$ cat config.mk
export PLATFORM = sky130hd
export DESIGN_NAME = io_mailbox_responder
export DESIGN_NICKNAME = d
export VERILOG_FILES = /design/src/rtl/io_mailbox_responder.sv
export SDC_FILE = /design/constraint.sdc
export NUM_CORES = 1
export LEC_CHECK = 0
export ABC_AREA = 1
export CAP_MARGIN = 20
export CORE_UTILIZATION = 45
export DETAILED_ROUTE_END_ITERATION = 10
export PLACE_DENSITY_LB_ADDON = 0.1
export SYNTH_ARGS = -nofsm -noshare
export SYNTH_HDL_FRONTEND = slang
export SYNTH_SLANG_ARGS = --single-unit
$ cat constraint.sdc
create_clock -name i_clk -period 5.9 [get_ports i_clk]
set_clock_uncertainty 0.05 [all_clocks]
set_input_delay 1.18 -clock i_clk [delete_from_list [all_inputs] [get_ports i_clk]]
set_output_delay 1.18 -clock i_clk [all_outputs]
set_load 0.01 [all_outputs]
$ cat src/rtl/io_mailbox_responder.sv
// I/O bus responder: four decoded registers at BASE_ADDR.
//   +0 byte FIFO mailbox (write pushes, read pops)
//   +1 status {ovf, full, empty, count[4:0]}
//   +2 scratch register, mirrored on o_leds
//   +3 snapshot of i_switches
// Reads are combinational. Writes and pops are committed after each strobe
// has passed through a two-flop synchroniser and its rising edge has been seen.
module io_mailbox_responder #(
  parameter logic [7:0] BASE_ADDR = 8'h10,
  parameter int         DEPTH     = 8
) (
  input  logic       i_clk,
  input  logic       i_reset,
  input  logic       i_ioSelect,
  input  logic [7:0] i_ioAddress,
  input  logic       i_ioNOE,
  input  logic       i_ioNWE,
  input  logic [7:0] i_bus,
  output logic [7:0] o_bus,
  output logic       o_busNOE,
  input  logic [7:0] i_switches,
  output logic [7:0] o_leds
);

  localparam int AW = (DEPTH > 1) ? $clog2(DEPTH) : 1;

  typedef enum logic [1:0] {IDLE, RD, WR} state_t;

  state_t        state;
  logic [7:0]    mem [DEPTH];
  logic [AW-1:0] wr_ptr, rd_ptr;
  logic [4:0]    count;
  logic          ovf;
  logic [7:0]    scratch;
  logic [7:0]    sw_snap;

  logic          hit;
  logic [1:0]    off;
  logic          full, empty;
  logic [7:0]    head;

  // Strobe synchronisers: meta flop, synced value, previous synced value
  logic          noe_m, noe_s, noe_q;
  logic          nwe_m, nwe_s, nwe_q;
  logic [1:0]    settle;
  logic          noe_arm, nwe_arm;

  logic [1:0]    cmd_off;
  logic [7:0]    cmd_data;
  logic          rd_hit, wr_hit;

  logic          noe_fall, noe_rise, nwe_fall, nwe_rise;
  logic          abort, rd_done, wr_done, push, pop;

  assign hit   = i_ioSelect & (i_ioAddress[7:2] == BASE_ADDR[7:2]);
  assign off   = i_ioAddress[1:0];
  assign full  = (count == 5'(DEPTH));
  assign empty = (count == 5'd0);
  assign head  = empty ? 8'h00 : mem[rd_ptr];

  // A falling edge is only honoured once the strobe has been seen high after
  // reset, so a strobe held low across reset release never starts a command.
  assign noe_fall = noe_arm & noe_q & ~noe_s;
  assign nwe_fall = nwe_arm & nwe_q & ~nwe_s;
  assign noe_rise = ~noe_q & noe_s;
  assign nwe_rise = ~nwe_q & nwe_s;

  // Overlapping strobes or a second falling edge cancel the pending command
  assign abort   = (~noe_s & ~nwe_s) | noe_fall | nwe_fall;
  assign rd_done = (state == RD) & ~abort & noe_rise;
  assign wr_done = (state == WR) & ~abort & nwe_rise;
  assign push    = wr_done & wr_hit & (cmd_off == 2'd0) & ~full;
  assign pop     = rd_done & rd_hit & (cmd_off == 2'd0) & ~empty;

  assign o_leds = scratch;

  // Combinational read mux; bus is driven low-impedance only for a decoded read
  always_comb begin
    o_bus    = 8'h00;
    o_busNOE = 1'b1;
    if (hit & ~i_ioNOE & ~i_reset) begin
      o_busNOE = 1'b0;
      case (off)
        2'd0:    o_bus = head;
        2'd1:    o_bus = {ovf, full, empty, count};
        2'd2:    o_bus = scratch;
        default: o_bus = sw_snap;
      endcase
    end
  end

  // Two-flop strobe synchronisers plus post-reset arming
  always_ff @(posedge i_clk) begin
    if (i_reset) begin
      noe_m   <= 1'b1;
      noe_s   <= 1'b1;
      noe_q   <= 1'b1;
      nwe_m   <= 1'b1;
      nwe_s   <= 1'b1;
      nwe_q   <= 1'b1;
      settle  <= 2'b00;
      noe_arm <= 1'b0;
      nwe_arm <= 1'b0;
    end else begin
      noe_m   <= i_ioNOE;
      noe_s   <= noe_m;
      noe_q   <= noe_s;
      nwe_m   <= i_ioNWE;
      nwe_s   <= nwe_m;
      nwe_q   <= nwe_s;
      // settle[1] marks the point where the synced value reflects the pins
      settle  <= {settle[0], 1'b1};
      noe_arm <= noe_arm | (settle[1] & noe_s);
      nwe_arm <= nwe_arm | (settle[1] & nwe_s);
    end
  end

  // Capture offset, data and hit while a synced strobe is low
  always_ff @(posedge i_clk) begin
    if (i_reset) begin
      cmd_off  <= 2'd0;
      cmd_data <= 8'h00;
      rd_hit   <= 1'b0;
      wr_hit   <= 1'b0;
    end else begin
      if ((~noe_s | ~nwe_s) & hit) begin
        cmd_off  <= off;
        cmd_data <= i_bus;
      end
      if (~noe_s) rd_hit <= hit;
      if (~nwe_s) wr_hit <= hit;
    end
  end

  // FIFO storage; written only on a committed push
  always_ff @(posedge i_clk) begin
    if (push) mem[wr_ptr] <= cmd_data;
  end

  // Commit FSM with FIFO pointers, flags, scratch and switch snapshot
  always_ff @(posedge i_clk) begin
    if (i_reset) begin
      state   <= IDLE;
      wr_ptr  <= '0;
      rd_ptr  <= '0;
      count   <= 5'd0;
      ovf     <= 1'b0;
      scratch <= 8'h00;
      sw_snap <= 8'h00;
    end else begin
      // Hold the snapshot for the duration of a switch read
      if (!((state == RD) && (cmd_off == 2'd3))) sw_snap <= i_switches;

      if (push) begin
        wr_ptr <= wr_ptr + 1'b1;
        count  <= count + 5'd1;
      end
      if (pop) begin
        rd_ptr <= rd_ptr + 1'b1;
        count  <= count - 5'd1;
      end

      case (state)
        IDLE: begin
          if (noe_s | nwe_s) begin
            if (noe_fall & hit)      state <= RD;
            else if (nwe_fall & hit) state <= WR;
          end
        end
        RD: begin
          if (abort) state <= IDLE;
          else if (noe_rise) begin
            state <= IDLE;
            if (rd_hit && cmd_off == 2'd1) ovf <= 1'b0;
          end
        end
        WR: begin
          if (abort) state <= IDLE;
          else if (nwe_rise) begin
            state <= IDLE;
            if (wr_hit) begin
              if (cmd_off == 2'd0 && full) ovf     <= 1'b1;
              if (cmd_off == 2'd2)         scratch <= cmd_data;
            end
          end
        end
        default: state <= IDLE;
      endcase
    end
  end

endmodule

* Word level (Yosys, flattened, before mapping)
Memory sizes are Yosys's and may differ from the RTL's. A register that Yosys moved wholly into a read port is not among the register bits. Cells that the tools add are included.
Word-level totals: bits in registers 52, input port bits 29, memories kept 1, word-level logic and storage cells 125, output and inout port bits 17, memory bits (writable) 64
Operators by class: reductions and logical operators 12, mux-type cells 27, equality and inequality tests 20, add/sub/neg operators 4, bitwise logic cells 40
Memories:
- mem | words 8, width 8, read ports 1, clocked after memory_dff 1, wr ports 1, line 30 | logic [7:0] mem [DEPTH];
Operators with widths (number):
- $and A1 B1 Y1 | 25
- $pmux W8 S3 | 1
- $mux W8 | 2
- $mux W2 | 7
- $ne A2 B2 Y1 const B | 6
- $mux W1 | 11
- $mux W5 | 2
- $ne A3 B3 Y1 const B | 3
- $not A1 Y1 | 9
- $eq A2 B2 Y1 const B | 4
- $reduce_and A8 Y1 | 1
- $add A3 B1 Y3 const B | 2
- $eq A2 B1 Y1 const B | 3
- $eq A6 B3 Y1 const B | 1
- $logic_not A2 Y1 | 3
- $mux W3 | 2
- $or A1 B1 Y1 | 6
- $pmux W2 S3 | 1
- $add A5 B1 Y5 const B | 1
- $eq A5 B4 Y1 const B | 1
- $logic_not A5 Y1 | 1
- $reduce_and A5 Y1 | 1
- $sub A5 B1 Y5 const B | 1
- $ne A2 B1 Y1 const B | 2
- 4 further kinds | 7

* Depth between registers and ports, before layout
Gate-level depths: netlist (run 1).
depth in word-level cells 12, gate-level depth with buffers 16

* Worst setup path before layout (run 1)
Ideal clock, no wire load.
path kind input port to output port, from input i_ioAddress[1], to output o_bus[0], path buffers 1, arrival 2.163 ns, stages on the path 6, data required time 4.670 ns, setup slack 2.507 ns, path through clkbuf_1 > inv_2 > nand2_1 > nor2_1 > nand3_1 > a21oi_1
Between the ends: cells in the longest elaborated chain, start to end 3, elaborated cells between the ends (all ways) 5, those cells by class eq/ne (2); mux (2); reduce/logical (1)
RTL lines:
- start: declaration | line 15 | input logic [7:0] i_ioAddress,
- $eq A2 B2 Y1, or another cell as far along | line 83 | case (off)
- $pmux W8 S3 (*) | line 83
- $mux W8 (*) | line 81 | if (hit & ~i_ioNOE & ~i_reset) begin
- end: declaration | line 19 | output logic [7:0] o_bus,
Every way passes the cells marked *; elsewhere a longest branch is shown, timed or not.

* Final worst setup path (run 1)
from input i_ioAddress[1], to output o_bus[6]
Same word-level chain as after synthesis.

==> results of run 1 <==
[final timing paths]
kind / cells past startpoint / from / end
setup reg to reg: 14 / cmd_off[0]$_SDFFE_PP0P_ / count[4]$_SDFFE_PP0P_
hold / removal: 2 / settle[0]$_DFF_P_ / settle[1]$_SDFF_PP0_
setup / recovery: 7 / i_ioAddress[1] / o_bus[6]
hold reg to reg: 2 / settle[0]$_DFF_P_ / settle[1]$_SDFF_PP0_
[report_power, final]
part	leakage [nW]	total (mW)	switching [mW]	internal, mW
clock network	0.268	0.991	0.373	0.618
logic	1.17	0.0598	0.0310	0.0288
registers	1.15	0.878	0.00584	0.873
total	2.58	1.93	0.410	1.52
[worst reg2reg max path, stage by stage, from the launching register on]
cell     delay (ns)
dfxtp_1        0.68
inv_1          0.18
nand3_1        0.12
nor2_1         0.06
nand3_2        0.18
inv_2          0.12
ha_1           0.35
nand2_1        0.09
nor2_1         0.04
nor2_1         0.16
nand3_1        0.09
nand2_1        0.10
nand3_1        0.07
nand2_1        0.07
nor2_1         0.05
[synth_stat cells, types with 2 or more instances]
cell,n,area share
nor2_1,130,0.095
dfxtp_1,55,0.21
nand2_2,2,0.0024
nor2_8,2,0.0078
o211ai_1,15,0.022
nor3_1,16,0.016
or2_2,3,0.0036
edfxtp_1,64,0.37
clkbuf_1,17,0.012
o21ai_0,40,0.039
nand4_1,3,0.0036
nand3_1,26,0.025
a21oi_2,2,0.0034
nand2_1,51,0.037
a21oi_1,30,0.029
inv_2,12,0.0087
inv_1,36,0.026
o21ai_1,33,0.032
ha_1,5,0.012
nor2_2,2,0.0024
[registers in the layout, indices dropped and copies added (netlist names), named ones only]
name and count:
noe_arm 1, rd_hit 1, cmd_off 2, rd_ptr 3
noe_m 1, wr_ptr 3, sw_snap 8, nwe_q 1
state 2, ovf 1, nwe_arm 1, count 5
o_leds 8, settle 2, cmd_data 8, wr_hit 1
nwe_s 1, noe_q 1, mem 64, nwe_m 1
noe_s 1
[cell families (layout without fill, tap and decap cells)]
logic type	after synthesis	after routing
fa+ha+maj	6	6
flops	119	119
buf+inv	68	135
simple gates	243	243
compound gates	125	125
xor+xnor	2	2
[per-layer routing]
metal / up-vias / wire (um) / GRT usage
met5: - / 0 / 0
met4: 0 / 146 / 0.0792
met3: 16 / 437 / 0.0496
met2: 88 / 6540 / 0.399
met1: 1927 / 5470 / 0.288
li1: 2020 / - / -
[layout make-up]
cell class                 instances  area, um2  area share
timing repair buffer              54        518      0.0817
inverter                          49        184      0.0290
tap                              140        175      0.0276
multi-input combinational        376       1870       0.296
sequential                       119       3020       0.477
clock buffer                      19        433      0.0683
clock inverter                    13        131      0.0207
[cell usage in the layout (no fill, tap or decap), types with 5 or more instances in the layout]
master	instances
nor2_1	130
edfxtp_1	64
dfxtp_1	55
nand2_1	51
clkdlybuf4s50_1	45
o21ai_0	40
inv_1	36
o21ai_1	33
a21oi_1	30
nand3_1	26
clkbuf_16	17
nor3_1	16
o211ai_1	15
inv_2	12
buf_4	8
ha_1	5
[stage by stage]
| stage | utilization | worst slack (ns) | hold WS (ns) |
|---|---|---|---|
| 2_1_floorplan | - | 2.51 | 0.338 |
| 3_3_place_gp | 0.524 | 1.06 | 0.345 |
| 3_5_place_dp | 0.525 | 1.04 | 0.342 |
| 4_1_cts | 0.576 | 1.02 | 0.353 |
| 5_1_grt | 0.577 | 0.856 | 0.372 |
| 6_report | 0.577 | 1.00 | 0.354 |
==> key figures, run 1 <==
Drt
  • Pre-Repair DR Iteration Count: 5
  • 1st-iter DRT viols: 296
  • Routed WL: 12600 um
  • Via count: 4051
  • Routed length per placed instance: 16.4 um
  • Detailed-route DRC error count: 0
  • Antenna violation net count after detailed routing: 0
  • Via/cell ratio: 5.26

Logic synthesis
  • Largest family of logic cells by synthesized area: simple AND/OR/NAND/NOR gates
  • YS warnings: 0
  • Number of synthesized flops with an enable pin: 64
  • Syn_nets: 598
  • Synth Area in Compound Gates: 0.135
  • Post-synthesis mux area share: 0
  • Netlist Area Pre-Place: 5150 um2
  • Yosys reg bits: 119
  • Ys async rst share: 0
  • Ys flop type: edfxtp_1
  • Syn Inst Count: 563
  • Sequential-to-total area share from yosys stat: 0.587
  • Syn_area_per_cell: 9.15 um2
  • Synth unique cells: 39
  • Synth Area in Adders: 0.0160
  • Post-synthesis xor/xnor area fraction: 0.00340
  • Simple-gate share of the synthesized area: 0.210

Worst setup path
  • Worst setup SP type: input port
  • Buf+Inv Stages, Crit Path: 3
  • CP Cell Sequence: clkdlybuf4s50_1, inv_2, nand2_1, nor2_1, nand2_1, a21oi_1, clkdlybuf4s50_1
  • Critical-path top delay cell: clkdlybuf4s50_1
  • Worst Path Arrival: 3.67 ns
  • Critical Path Max Stage Delay: 0.57 ns
  • Worst-path fanout max: 9
  • Worst endpoint required time: 4.67 ns
  • Critical path capture point type: output pin
  • CP Class: input port to output pin
  • Delay-heaviest family, CP: buffers and inverters
  • FF-to-FF setup slack: 3.40 ns

Floorplanning
  • Die W: 109 um
  • Die area: 11900 um2
  • Initial Utilization: 0.469
  • Chip Height: 109 um
  • IO Count: 46
  • Std-Cell Rows: 38
  • Core area: 11000 um2

Clock network
  • Clk buf depth: 2
  • Clock sink count: 119
  • Num CTS Buffers: 17
  • CTS Hold Buffers Added: 0
  • Setup bufs post-CTS: 0
  • CTS resizes: 0
  • Clock Latency Late Sink: 0.41 ns
  • TritonCTS clock tree: done
  • CTS clk-pin slew, worst paths: 0.06 ns
  • H-tree levels: 4
  • Root Buffer: clkbuf_16

Place
  • Hpwl dp: 8570 um
  • Placed Cells: 737
  • Input/output buffers: 45
  • Placed inst area: 5770 um2
  • Placer Congestion: 0.871

GRT
  • Largest net degree at the start of global routing: 43
  • Vias in the first global route: 3906
  • Global-route wire length before repair: 20100 um
  • GRT Resource Usage Total: 0.232
  • Total gr overflow: 0
  • Initial antenna violation count: 0

STA
  • Final Cycle Share: 0.830
  • Unrepaired setup endpoints after global routing: no
  • Slew Limit Fails: 0
  • Setup TNS: 0 ns
  • Worst slew pin tran: 1.04 ns
  • Slew margin rel.: 0.306
  • Final hold vios: 0
  • Fmax: 0.204 GHz
  • Fin crit period: 4.90 ns
  • # setup viols final: 0

Status
  • Status: finished, final reports clean

Job
  • Number of max-cap violations: 0

Cells and area
  • Synth-to-Final Area Change: 23.0%
  • Layout fillers: 973
  • # diodes: 0
  • Nets: 652
  • Final Instance Area: 6340 um2
  • Layout cells sized above 1: 0.110
  • Non-filler instance count after layout: 770

Power and ir drop
  • Peak supply drop: 166 uV
  • PD cells: 304 nW/um2
  • Total Power Consumption: 1.93 mW
  • P_leak: 2.58 nW

Hold path
  • Min-delay worst type: flip-flop to flip-flop
No activity file was read; power rests on OpenSTA's default activity.
==> run 2, diff against run 1 <==
- clock period: 5.9 -> 4.4 ns (I/O delays scaled with it)
==> key figures, run 2 (synthesis results as in run 1) <==
Status
  • Status: finished, final reports clean

Place
  • Hpwl dp: 8900 um (+3.8%)
  • Placed Cells: 742 (+0.68%)
  • Post-Place Worst Slack: 0.396 ns (-0.644 ns)
  • Placer Congestion: 0.869 (-0.17%)
  • Input/output buffers: 45 (unchanged)

STA
  • Final Cycle Share: 0.915
  • Worst slew pin tran: 0.731 ns (-0.309 ns)
  • Slew Limit Fails: 0 (unchanged)
  • # setup viols final: 0 (unchanged)
  • Final hold vios: 0 (unchanged)
  • Unrepaired setup endpoints after global routing: no
  • Final WS setup: 0.375 ns (-0.629 ns)
  • Fin crit period: 4.03 ns
  • Fmax: 0.248 GHz
  • Slew margin rel.: 0.509 (+0.203)
  • Setup TNS: 0 ns (unchanged)

Clock network
  • Clock sink count: 119 (unchanged)
  • Clk buf depth: 2 (unchanged)
  • CTS Hold Buffers Added: 0 (unchanged)
  • CTS resizes: 0 (unchanged)
  • Root Buffer: clkbuf_16
  • CTS clk-pin slew, worst paths: 0.06 ns (about the same)
  • Clock Latency Late Sink: 0.41 ns (about the same)
  • Num CTS Buffers: 17 (unchanged)
  • TritonCTS clock tree: done
  • Setup bufs post-CTS: 0 (unchanged)
  • H-tree levels: 4 (unchanged)

Hold path
  • Min-delay worst type: flip-flop to flip-flop
  • Hold path start: noe_m$_SDFF_PP1_
  • Hold Path Sink: noe_s$_SDFF_PP1_
  • Hold Crit Depth: 1 (-1)

Drt
  • Via/cell ratio: 5.34 (+1.6%)
  • Routed length per placed instance: 16.8 um (+2.4%)
  • Pre-Repair DR Iteration Count: 4 (-1)
  • 1st-iter DRT viols: 329 (+11%)
  • Antenna violation net count after detailed routing: 0 (unchanged)
  • Via count: 4136 (+2.1%)
  • Routed WL: 13000 um (+3.0%)
  • Detailed-route DRC error count: 0 (unchanged)

Worst setup path
  • CP Class: input port to output pin
  • R2R Path Start: noe_s$_SDFF_PP1_
  • Critical path capture point type: output pin
  • Worst setup SP type: input port
  • Worst-path fanout max: 9 (unchanged)
  • FF-to-FF setup slack: 1.84 ns (-1.56 ns)
  • Worst reg2reg path depth: 15 (+1)
  • Worst Path Arrival: 3.10 ns (-0.57 ns)
  • Worst endpoint required time: 3.47 ns (-1.20 ns)
  • RR Endpoint: count[4]$_SDFFE_PP0P_

Cells and area
  • Most common cell after layout, fill and taps aside: nor2_1
  • Largest reg by FF count: mem
  • Layout fillers: 973 (unchanged)
  • Most frequent cells in the layout: nor2_1, edfxtp_1, dfxtp_1
  • Footprint of the multi-input gates: 1870 um2 (unchanged)
  • # diodes: 0 (unchanged)
  • Max reg flops: 64 (unchanged)
  • Layout cells sized above 1: 0.121 (+0.0119)
  • Register area: 3020 um2 (unchanged)
  • Synth-to-Final Area Change: 24.6%
  • Non-filler instance count after layout: 774 (+0.52%)
  • Nets: 656 (+0.61%)

Power and ir drop
  • PD cells: 421 nW/um2 (+38%)
  • Peak supply drop: 279 uV (+68%)
  • P_leak: 2.62 nW (+1.3%)

GRT
  • Largest net degree at the start of global routing: 43 (unchanged)
  • GRT Resource Usage Total: 0.233 (+0.00132)
  • Total gr overflow: 0 (unchanged)
  • Vias in the first global route: 3826 (-2.0%)
  • Global-route wire length before repair: 20200 um (+0.58%)
  • Initial antenna violation count: 0 (unchanged)

Floorplanning
  • Initial Utilization: 0.469 (unchanged)
  • Die area: 11900 um2 (unchanged)
  • Std-Cell Rows: 38 (unchanged)
  • Die W: 109 um (unchanged)
  • Chip Height: 109 um (unchanged)
  • Core area: 11000 um2 (unchanged)
  • IO Count: 46 (unchanged)

Job
  • Number of max-cap violations: 0 (unchanged)
[run 2: cell count changes in the layout (fill, tap and decap cells not counted), sizes merged]
cell,previous run,this run
buf,8,13
bufinv,2,3
clkbuf,20,17
clkinv,8,5
clkinvlp,3,1
inv,49,55
[run 2: final cells by class]
class | instances | area share
clock buffers | 17 | 0.0663
clock inverters | 15 | 0.0298
inverters | 49 | 0.0286
multi-input cells | 376 | 0.292
flip-flops and latches | 119 | 0.471
well taps | 140 | 0.0273
repair buffers | 58 | 0.0854
[run 2: worst max-delay path: stages]
cell,delay [ns]
clkdlybuf4s50_1,0.56
inv_2,0.18
nand2_1,0.09
nor2_1,0.49
nand3_1,0.15
a21oi_1,0.18
clkdlybuf4s50_1,0.56
[run 2: stage by stage]
step | area, um2 | power, mW | hold slack (ns) | utilization
after global placement | 5800 | 1.28 | 0.345 | 0.528
final | 6420 | 2.70 | 0.359 | 0.585
after detailed placement | 5800 | 1.28 | 0.345 | 0.528
after CTS | 6420 | 2.72 | 0.359 | 0.585
after global routing | 6420 | 2.78 | 0.381 | 0.585
after floorplan | 5150 | 1.24 | 0.338 | -
[run 2: worst max path at each step]
stage | start | endpoint | slack (ns) | cells after the start
after global placement | i_ioAddress[1] | o_bus[4] | 0.54 | 7
after CTS | i_ioAddress[1] | o_bus[2] | 0.42 | 7
after floorplan | i_ioAddress[1] | o_bus[0] | 1.61 | 6
after detailed placement | i_ioAddress[1] | o_bus[2] | 0.40 | 7
after global routing | i_ioAddress[1] | o_bus[2] | 0.25 | 7
final | i_ioAddress[1] | o_bus[2] | 0.37 | 7
[run 2: report_power, final]
part	internal [mW]	switching (mW)	total, mW
logic	0.0392	0.0402	0.0794
clock network	0.906	0.538	1.44
registers	1.17	0.00750	1.18
total	2.11	0.586	2.70
[run 2: layer usage]
metal / wire (um) / GRT usage / share of wire / vias up
li1: - / - / - / 2033
met1: 5610 / 0.310 / 0.43 / 1967
met2: 6390 / 0.371 / 0.49 / 115
met3: 711 / 0.0526 / 0.055 / 21
met4: 250 / 0.0898 / 0.019 / 0
met5: 0 / 0 / 0 / -
